## src/rtl/tc_pkg.sv

```systemverilog
// Shared types and register-map constants for the memory-mapped timer/counter.
package tc_pkg;

    typedef enum logic [1:0] {
        IDLE = 2'd0,
        LOAD = 2'd1,
        CNT  = 2'd2,
        INT  = 2'd3
    } state_t;

    localparam logic [31:0] CTRL_OFF   = 32'h0;
    localparam logic [31:0] PRESET_OFF = 32'h4;
    localparam logic [31:0] COUNT_OFF  = 32'h8;

    localparam int EN_BIT   = 0;
    localparam int MODE_LSB = 1;
    localparam int MODE_MSB = 2;
    localparam int IM_BIT   = 3;

    localparam logic [1:0] MODE_ONESHOT = 2'b00;
    localparam logic [1:0] MODE_RELOAD  = 2'b01;

    function automatic logic [31:0] merge_bytes(input logic [31:0] old_val,
                                                input logic [31:0] new_val,
                                                input logic [3:0]  be);
        merge_bytes = old_val;
        for (int i = 0; i < 4; i++) begin
            if (be[i]) merge_bytes[8*i +: 8] = new_val[8*i +: 8];
        end
    endfunction

    // Only 2'b01 reloads; every other encoding, including 2'b1x, is one-shot.
    function automatic logic is_reload(input logic [1:0] mode);
        return mode == MODE_RELOAD;
    endfunction

endpackage

```

## src/rtl/timer_counter_if.sv

```systemverilog
// CPU data-bus view of the timer: word address, byte enables, write data, read data and irq.
interface timer_counter_if;
    logic [31:0] addr;
    logic [3:0]  byteen;
    logic [31:0] wdata;
    logic [31:0] rdata;
    logic        irq;

    modport master (output addr, byteen, wdata, input rdata, irq);
    modport slave  (input addr, byteen, wdata, output rdata, irq);
endinterface

```

## src/rtl/timer_counter.sv

```systemverilog
// Timer/counter peripheral: CTRL/PRESET/COUNT register window, countdown FSM and
// level interrupt that software acknowledges by writing CTRL (one-shot) or that self-clears (reload).
module timer_counter
    import tc_pkg::*;
#(
    parameter logic [31:0] BASE_ADDR = 32'h0000_7f00
) (
    input  logic           clk,
    input  logic           reset,
    timer_counter_if.slave bus
);

    localparam logic [31:0] CTRL_ADDR   = BASE_ADDR + CTRL_OFF;
    localparam logic [31:0] PRESET_ADDR = BASE_ADDR + PRESET_OFF;
    localparam logic [31:0] COUNT_ADDR  = BASE_ADDR + COUNT_OFF;

    state_t      state_q, state_d;
    logic [3:0]  ctrl_q, ctrl_d;
    logic [31:0] preset_q, preset_d;
    logic [31:0] count_q, count_d;
    logic        flag_q, flag_d;

    logic [31:0] word_addr;
    logic        sel_ctrl, sel_preset, sel_count;
    logic        wr_ctrl, wr_preset;
    logic        flag_set, flag_clr;

    assign word_addr  = {bus.addr[31:2], 2'b00};
    assign sel_ctrl   = (word_addr == CTRL_ADDR);
    assign sel_preset = (word_addr == PRESET_ADDR);
    assign sel_count  = (word_addr == COUNT_ADDR);
    assign wr_ctrl    = sel_ctrl & (|bus.byteen);
    assign wr_preset  = sel_preset & (|bus.byteen);

    assign bus.irq = flag_q & ctrl_q[IM_BIT];

    always_comb begin
        bus.rdata = '0;
        if (sel_ctrl)        bus.rdata = {28'd0, ctrl_q};
        else if (sel_preset) bus.rdata = preset_q;
        else if (sel_count)  bus.rdata = count_q;
    end

    always_comb begin
        // NOTE: every signal written here gets its hold value first, so no path leaves it unassigned and no latch is inferred.
        state_d  = state_q;
        ctrl_d   = ctrl_q;
        preset_d = preset_q;
        count_d  = count_q;
        flag_set = 1'b0;
        flag_clr = 1'b0;

        if (wr_ctrl && bus.byteen[0]) ctrl_d = bus.wdata[3:0];
        if (wr_preset)                preset_d = merge_bytes(preset_q, bus.wdata, bus.byteen);

        case (state_q)
            IDLE: begin
                if (ctrl_q[EN_BIT]) state_d = LOAD;
            end
            LOAD: begin
                count_d = preset_q;
                state_d = CNT;
            end
            CNT: begin
                if (!ctrl_q[EN_BIT]) begin
                    state_d = IDLE;
                end else if (count_q > 32'd1) begin
                    count_d = count_q - 32'd1;
                end else begin
                    count_d  = '0;
                    flag_set = 1'b1;
                    state_d  = INT;
                end
            end
            INT: begin
                // The FSM's EN clear comes after the register write so it overrides a concurrent EN=1.
                if (is_reload(ctrl_q[MODE_MSB:MODE_LSB])) flag_clr = 1'b1;
                else                                      ctrl_d[EN_BIT] = 1'b0;
                state_d = IDLE;
            end
            default: state_d = IDLE;
        endcase

        // Setting beats a same-edge acknowledge so an interrupt is never lost.
        flag_d = flag_set | (flag_q & ~(wr_ctrl | flag_clr));
    end

    always_ff @(posedge clk) begin
        // NOTE: state registers use non-blocking assignments so every register samples pre-edge values.
        if (reset) begin
            state_q  <= IDLE;
            ctrl_q   <= '0;
            preset_q <= '0;
            count_q  <= '0;
            flag_q   <= 1'b0;
        end else begin
            state_q  <= state_d;
            ctrl_q   <= ctrl_d;
            preset_q <= preset_d;
            count_q  <= count_d;
            flag_q   <= flag_d;
        end
    end

endmodule

```

## src/flat_wrapper.sv

```systemverilog
// flat-port wrapper written by rule: the top's interface ports become plain ports
module timer_counter_flat import tc_pkg::*;
#(
    parameter logic [31:0] BASE_ADDR = 32'h0000_7f00
)
  (clk, reset, bus_addr, bus_byteen, bus_wdata, bus_rdata, bus_irq);
  timer_counter_if bus_i ();
  input  logic clk;
  input  logic reset;
  input wire logic [$bits(bus_i.addr)-1:0] bus_addr;
  input wire logic [$bits(bus_i.byteen)-1:0] bus_byteen;
  input wire logic [$bits(bus_i.wdata)-1:0] bus_wdata;
  output wire logic [$bits(bus_i.rdata)-1:0] bus_rdata;
  output wire logic [$bits(bus_i.irq)-1:0] bus_irq;
  assign bus_i.addr = bus_addr;
  assign bus_i.byteen = bus_byteen;
  assign bus_i.wdata = bus_wdata;
  assign bus_rdata = bus_i.rdata;
  assign bus_irq = bus_i.irq;
  timer_counter #(.BASE_ADDR(BASE_ADDR)) u_core (.clk(clk), .reset(reset), .bus(bus_i));
endmodule
```

## config.mk

```make
export PLATFORM = sky130hd
export DESIGN_NAME = timer_counter_flat
export DESIGN_NICKNAME = d
export VERILOG_FILES = /design/src/rtl/tc_pkg.sv /design/src/rtl/timer_counter_if.sv /design/src/rtl/timer_counter.sv /design/src/flat_wrapper.sv
export SDC_FILE = /design/constraint.sdc
export NUM_CORES = 1
export LEC_CHECK = 0
export BUFFER_PORTS_ARGS = -buffer_cell sky130_fd_sc_hd__buf_2
export CORE_MARGIN = 1
export CORE_UTILIZATION = 30
export CTS_CLUSTER_SIZE = 25
export DETAILED_ROUTE_END_ITERATION = 7
export SLEW_MARGIN = 40
export SYNTH_ARGS = -nofsm -noshare
export SYNTH_HDL_FRONTEND = slang
export SYNTH_SLANG_ARGS = --single-unit
```

## constraint.sdc

```tcl
create_clock -name clk -period 2.98 [get_ports clk]
set_clock_uncertainty 0.15 [all_clocks]
set_input_delay 0.596 -clock clk [delete_from_list [all_inputs] [get_ports clk]]
set_output_delay 0.596 -clock clk [all_outputs]
set_load 0.005 [all_outputs]
```

# Yosys cells after proc, flatten, opt, wreduce, memory -nomap -nowiden
# Cells that the tools add are included.
dict set report totals {
  elab_cells 56
  reg_bits 71
  input_bits 70
  out_inout_bits 33
}
dict set report op_classes {
  n_reduce_logical 10
  n_addsub 1
  magnitude_cmp 1
  bitwise_logic 7
  n_mux 18
  n_eq_ne 10
}
# cell n
set ops {}
lappend ops {{$mux 32} 5}
lappend ops {{$eq 30x13->1 const B} 3}
lappend ops {{$pmux 32 s2} 1}
lappend ops {{$gt 32x1->1 const B} 1}
lappend ops {{$sub 32x1->32 const B} 1}
lappend ops {{$reduce_and 2->1} 6}
lappend ops {{$mux 1} 8}
lappend ops {{$pmux 2 s4} 1}
lappend ops {{$mux 2} 3}
lappend ops {{$and 1x1->1} 4}
lappend ops {{$eq 2x1->1 const B} 2}
lappend ops {{$eq 2x2->1 const B} 2}
lappend ops {{$ne 2x1->1 const B} 2}
lappend ops {{$reduce_or 4->1} 1}
lappend ops {{$ne 3x3->1 const B} 1}
lappend ops {{$logic_not 2->1} 1}
lappend ops {{$or 1x1->1} 2}
lappend ops {{$reduce_bool 2->1} 1}
lappend ops {{$logic_and 1x1->1} 1}
lappend ops {{$not 1->1} 1}

# Longest topological paths before layout
# Gate-level depths: netlist (run 1).
dict set report depth {
  depth_word 7
  depth_mapped 8
  depth_no_buf 7
}

# Worst setup path before layout (run 1)
# Ideal clock, no wire load.
dict set report synth_timing {
  path_kind {in2out}
  start {input bus_addr[22]}
  end {output bus_rdata[21]}
  arrival_ns 2.298
  path_stages 8
  n_path_buf 3
  slack_ns -0.064
  required_ns 2.234
  path_cell_list {nor4b_1 > nand4_1 > or2_2 > clkbuf_1 > nor2b_1 > buf_2 > buf_2 > a22o_1}
}
dict set report synth_via {
  elab_chain_cells 4
  elab_cells_between_ends 6
  cone_classes {3 x eq/ne; 3 x mux}
}
# element line_no
set synth_lines {}
lappend synth_lines {{start: declaration} flat_wrapper.sv:10} ;# input wire logic [$bits(bus_i.addr)-1:0] bus_addr;
lappend synth_lines {{$eq 30x13->1} timer_counter.sv:31} ;# assign sel_count = (word_addr == COUNT_ADDR);
lappend synth_lines {{$mux 32} timer_counter.sv:41} ;# else if (sel_count) bus.rdata = count_q;
lappend synth_lines {{$mux 32} timer_counter.sv:40} ;# else if (sel_preset) bus.rdata = preset_q;
lappend synth_lines {{$mux 32 *} timer_counter.sv:39} ;# if (sel_ctrl) bus.rdata = {28'd0, ctrl_q};
lappend synth_lines {{end: declaration} flat_wrapper.sv:13} ;# output wire logic [$bits(bus_i.rdata)-1:0] bus_rdata;
# Every way passes the cells marked *; elsewhere a longest branch is shown, timed or not.

# Worst setup path after layout (run 1)
# Same ends and word-level chain as after synthesis.

==> impl_results.md, run 1 <==
- Slowest Stage Delay on Critical Path: 300 ps
- Worst-path maximum fanout: 7
- Yosys reg bits: 71
- Worst Setup End Kind: output port
- Area of the multi-input gates: 2599 sq um
- Synth top area share: 34.22%
- Max-cap violations: 0
- Crit path arrival time: 2140 ps
- Number of flops mapped to enable cells by yosys: 0
- Drt first pass iters: 5
- Die area: 14320 sq um
- FF/Latch Area: 1421 sq um
- Post-layout nets: 683
- Pwr dens: 400.5 nW/um^2
- Final setup TNS: 0 ps
- Number of antenna violations at the first check in global routing: 0
- CTS H-Tree Depth: 3
- GR Util met2: 30.46%
- Routed Antenna Nets: 0
- Overflow after GRT: 0
- Stages on the worst setup path: 9
- Fin. max-slew vios: 0
- Maximum buffer depth of the clock tree: 2
- Post-synthesis cell area: 4154 sq um
- Hold Path Class: reg2reg
- Most used cell, CP: buf_2
- Syn avg cell area: 8.226 sq um
- Worst slew pin tran: roughly 580 ps
- Seq/Total Area, Yosys: between 30% and 40%
- Clk_lat worst skew: between 300 and 400 ps
- IO Count: between 100 and 150
- DR DRC count: 0
- Top cells by area, synth: dfxtp_1 (34%), mux2i_1 (10%), nor2_1 (7.0%), a22o_1 (5.7%), o21ai_0 (4.5%)
- Final hold violations: 0
- RePlAce Congestion: 0.8361
- Largest delay share family, worst path: simple AND/OR/NAND/NOR gates
- WP data required: 2230 ps
- Post-Synthesis Cells: 505
- Largest net degree at the start of global routing: 72
- Num CTS Buffers: 9
- Post-synth top flop: dfxtp_1
- Post-DP HPWL: 8789 um
- Worst r2r path cells: 6
- Min Tclk post-route: about 2900 ps
- CP bufs+invs: 4
- Final Cell Area: between 5000 and 6000 sq um
- DR vias/cell: 5.388
- Gr usage total: 17.45%
- GR Layer Usage met1: 21.68%
- Most Used Layer, Global Route: met2
- VDD IR max: between 0.2 and 0.3 mV
- N_diodes: 0
- Outcome: completed
- Static Leak: roughly 0.0021 uW
- Met3 usage: 3.612%
- Final WL: 12870 um
- Global-route wire length before repair: 20140 um
- Pre-CTS WS: -54.47 ps
- Hold Path Depth: 2
- Ys async rst share: 0%
- CP max stage cell: or2_4
- Starting Density: 31.12%
- Distinct cells, synth: between 50 and 60
- WL/cell: 16.25 um
- Die Span Y: 119.7 um
- Dominant cell type by area after synthesis: dfxtp_1
- Clock transition at path regs: ~50 ps
- Clock Sink Count: slightly above 70
- Slew margin rel.: 60.81%
- Min setup slack post-route: 93.63 ps
- Drt first-iter violations: 247
- Worst-path cell chain: buf_2, nor4b_2, nand4_1, or2_4, nor2b_4, buf_12, buf_6, a22o_1, buf_2
- Final Hold Slack: 325.1 ps
- Warnings, synthesis: 0
- Period utilisation layout: between 90% and 100%
- Post-layout util: 40.34%
- Area of placed instances: 4954 sq um
- Share of post-route cells with drive strength above 1: between 20% and 30%
- Row Count: 42
- Commonest non-fill, non-tap cells in the layout: buf_2 (100), nor2_1 (77), dfxtp_1 (71)
- Vias in the first global route: 4120
- DIE WIDTH: 119.7 um
- CTS hold repair buffers: 0
- Root buffer cell: clkbuf_16
- Commonest non-fill, non-tap cell in the layout: buf_2
- CTS tree: done
- Area delta synth->final: 29.61%
- Via count: ~4300
- Crit Path Category: in2out
- Final-layout fill cell count: 1388
- PortBufs: 100
- Startpoint types: input pin
- Setup Viol. Count Final: 0
- Fmax: 0.3465 GHz
- Syn Nets: about 580
- CORE AREA: 13350 sq um
==> tightest hold or removal path, stage by stage, from the launching register on <==
cell     delay (ps)
dfxtp_1         330
nand2_1          60
a21oi_1          30
==> report_power, final <==
group,internal (uW),switching [uW]
sequential,949,0.000000520
clock,731,394
combinational,41.8,39.9
==> cell families (layout without fill, tap and decap cells) <==
kind of cell             Yosys count  in the layout  share of synthesized area [%]
XOR/XNOR                           4              4                         0.8433
buffers and inverters             41            152                          4.187
flip-flops                        71             71                          34.22
adder cells (fa/ha/maj)            2              2                         0.6023
AND/OR/NAND/NOR                  183            183                          22.50
AO/OA/AOI/OAI                    161            161                          27.29
multiplexers                      43             43                          10.36
==> per-layer routing <==
metal	routed length [um]	share of wire, %	vias up
met2	6084	47	180
met5	0	0	-
met3	883	6.9	17
met1	5750	45	1976
met4	149	1.2	0
li1	-	-	2094
==> stage by stage <==
stage	total power (uW)	instances
final	2156	792
after global routing	2230	792
after CTS	2171	788
after detailed placement	1049	772
after global placement	1048	772
after floorplan	995.0	505
==> path summary, 6_finish.rpt <==
check                           slack (ps)                              end                            start
worst max-delay path                    90                    bus_rdata[21]                     bus_addr[22]
worst min-delay path                   330   u_core.state_q[0]$_SDFFE_PP0P_      u_core.ctrl_q[0]$_SDFF_PP0_
worst max register to register         460  u_core.count_q[19]$_SDFFE_PP0P_  u_core.count_q[24]$_SDFFE_PP0P_
worst min register to register         330   u_core.state_q[0]$_SDFFE_PP0P_      u_core.ctrl_q[0]$_SDFF_PP0_
==> cells in the mapped netlist (8+ instances only) <==
master / n
nand4_1: 9
a211oi_1: 21
mux2i_1: 43
dfxtp_1: 71
nor2_1: 77
nor3_1: 9
nand2_1: 27
o21ai_0: 37
a21oi_1: 32
clkbuf_1: 24
a22o_1: 27
nor4_1: 12
inv_1: 8
==> flip-flops by register name (all words and copies together), names as in the netlist <==
name             flops
u_core.count_q      32
u_core.ctrl_q        4
u_core.flag_q        1
u_core.preset_q     32
u_core.state_q       2
==> final cells by class <==
class                   instances  area share [%]
flip-flops and latches         71           26.40
clock buffers                  12           4.392
multi-input cells             393           48.27
repair buffers                128           14.99
inverters                       8          0.5578
well taps                     176           4.090
clock inverters                 4           1.301
==> repair_timing <==
| item | in CTS | in global routing |
|---|---|---|
| endpoints found under the setup margin | 28 | 28 |
| pin swaps | 0 | 0 |
| setup buffers | 0 | 1 |
| cloned | 0 | 3 |
| resized for setup | 1 | 7 |
Note: power is estimated with default switching activity, not from simulation.
==> run 2, diff against run 1 <==
--- a/config.mk
+++ b/config.mk
@@ -10,6 +10,7 @@
 export CORE_UTILIZATION = 30
 export CTS_CLUSTER_SIZE = 25
 export DETAILED_ROUTE_END_ITERATION = 7
+export GPL_ROUTABILITY_DRIVEN = 0
 export SLEW_MARGIN = 40
 export SYNTH_ARGS = -nofsm -noshare
 export SYNTH_HDL_FRONTEND = slang
==> constraint.sdc (replaced) <==
create_clock -name clk -period 2.5 [get_ports clk]
set_clock_uncertainty 0.15 [all_clocks]
set_input_delay 0.5 -clock clk [delete_from_list [all_inputs] [get_ports clk]]
set_output_delay 0.5 -clock clk [all_outputs]
set_load 0.005 [all_outputs]
==> impl_results.md, run 2 (same netlist as run 1, synthesis figures left out) <==
- RSZ-0062 raised after global routing: true
- Global-route wire length before repair: roughly 22000 um
- Worst Setup End Kind: output port
- Period utilisation layout: 108.5%
- Fin. max-slew vios: 0
- Post-DP HPWL: around 9400 um
- Min Tclk post-route: 2712 ps
- Vias in the first global route: 4407
- IO Count: approximately 100
- Most used cell, CP: buf_2
- Gr usage total: ~20%
- Stages on the worst setup path: 9
- Die area: 14320 sq um
- Worst setup path endpoint: bus_rdata[21]
- Die Span Y: 119.7 um
- Post-layout nets: around 710
- VDD IR max: 0.3190 mV
- WP data required: 1850 ps
- CP max stage cell: or2_4
- Final hold violations: 0
- Crit Path Category: in2out
- Number of antenna violations at the first check in global routing: 0
- WL/cell: 16.54 um
- Clock transition at path regs: 60 ps
- Area delta synth->final: 35.21%
- Outcome: complete, but fails checks
- Share of post-route cells with drive strength above 1: a little under a third
- Static Leak: ~0.0023 uW
- Setup Viol. Count Final: 28
- Crit path launch: bus_addr[25]
- Drt first-iter violations: 226
- Largest net degree at the start of global routing: 29
- Largest delay share family, worst path: simple AND/OR/NAND/NOR gates
- DIE WIDTH: 119.7 um
- Clk_lat worst skew: roughly 340 ps
- CTS H-Tree Depth: 3
- DR DRC count: 0
- Commonest non-fill, non-tap cell in the layout: buf_2
- Routed Antenna Nets: 0
- Failing checks: setup timing
- Overflow after GRT: 0
- DR vias/cell: 5.373
- Commonest non-fill, non-tap cells in the layout: buf_2 (92), nor2_1 (75), dfxtp_1 (71)
- Slew margin rel.: 61.87%
- Slowest Stage Delay on Critical Path: 290 ps
- CTS hold repair buffers: 0
- N_diodes: 0
- FF-to-FF End: u_core.count_q[31]$_SDFFE_PP0P_
- Worst-path cell chain: buf_2, nor4b_4, nand4_1, or2_4, nor2b_4, buf_12, buf_16, a22o_1, buf_2
- Root buffer cell: clkbuf_16
- Worst-path maximum fanout: 7
- CTS tree: done
- Maximum buffer depth of the clock tree: 2
- Final setup TNS: -4700 ps
- Num CTS Buffers: 9
- Hold Path Class: in2reg
- CP bufs+invs: 4
- Pre-CTS WS: -167.5 ps
- Min setup slack post-route: -211.6 ps
- Startpoint types: input pin
- Final WL: 13480 um
- PortBufs: 100
- FF-to-FF setup slack: 100 ps
- Drt first pass iters: 5
- Worst slew pin tran: 571.9 ps
- Clock Sink Count: 71
- CORE AREA: between 10000 and 15000 sq um
- Fmax: 0.3688 GHz
- Max-cap violations: 0
- Reg-to-Reg Start: u_core.count_q[16]$_SDFFE_PP0P_
- Worst r2r path cells: 6
- Post-layout util: 42.08%
- Pwr dens: 428.6 nW/um^2
- Starting Density: 31.12%
- Via count: 4379
- Registers with the most flip-flops: u_core.count_q: 32 flops, u_core.preset_q: 32 flops, u_core.ctrl_q: 4 flops
- Row Count: 42
- Worst hold start: bus_wdata[16]
- Crit path arrival time: roughly 2000 ps
## run 2: changes by cell type in the layout (fill, tap and decap cells not counted), sizes merged
cell    delta
clkinv     -1
bufinv     -2
buf       +26
## run 2: per-layer routing
layer / GRT usage, % / wire length, um / vias up
li1: - / - / 2160
met2: 33.31 / 6569 / 132
met4: 7.578 / 242 / 0
met3: 4.563 / 783 / 21
met5: 0 / 0 / -
met1: 23.98 / 5886 / 2066
## run 2: how the worst min path moves through the flow
stage | cells after the start | slack [ps] | end
after global routing | 3 | 250 | u_core.preset_q[12]$_SDFFE_PP0P_
final | 3 | 250 | u_core.preset_q[16]$_SDFFE_PP0P_
after global placement | 2 | 320 | u_core.state_q[0]$_SDFFE_PP0P_
after floorplan | 2 | 290 | u_core.state_q[0]$_SDFFE_PP0P_
after CTS | 3 | 240 | u_core.preset_q[8]$_SDFFE_PP0P_
after detailed placement | 2 | 330 | u_core.state_q[0]$_SDFFE_PP0P_
## run 2: what timing repair did
item / CTS / global route
pin swaps: 1 / 3
resized for setup: 12 / 4
endpoints found under the setup margin: 28 / 31
setup buffers: 1 / 0
gates cloned: 2 / 0
## run 2: worst min-delay path: stages
cell     delay [ps]
buf_2            70
mux2i_1          50
nor2_1           70
## run 2: metrics by stage
stage                     instances  area, sq um  power, uW  hold WS, ps
final                           815         5617       2407        250.0
after global routing            815         5617       2498        252.9
after CTS                       815         5598       2437        240.9
after detailed placement        797         5202       1262        330.0
after global placement          797         5202       1260        323.5
after floorplan                 505         4255       1189        295.0
## run 2: final cells by class
cell class              instances  area [sq um]
clock buffers                  14         254.0
repair buffers                152          1031
well taps                     176         220.2
multi-input cells             393          2655
inverters                       8         30.03
flip-flops and latches         71          1421
fillers                      1384          7731
clock inverters                 1         5.005
## run 2: power breakdown
part / internal, uW / total, uW / switching, uW
Combinational: 62.3 / 115 / 52.8
Sequential: 1130 / 1130 / 0.000000587
Clock: 693 / 1160 / 467
Total: 1890 / 2410 / 520
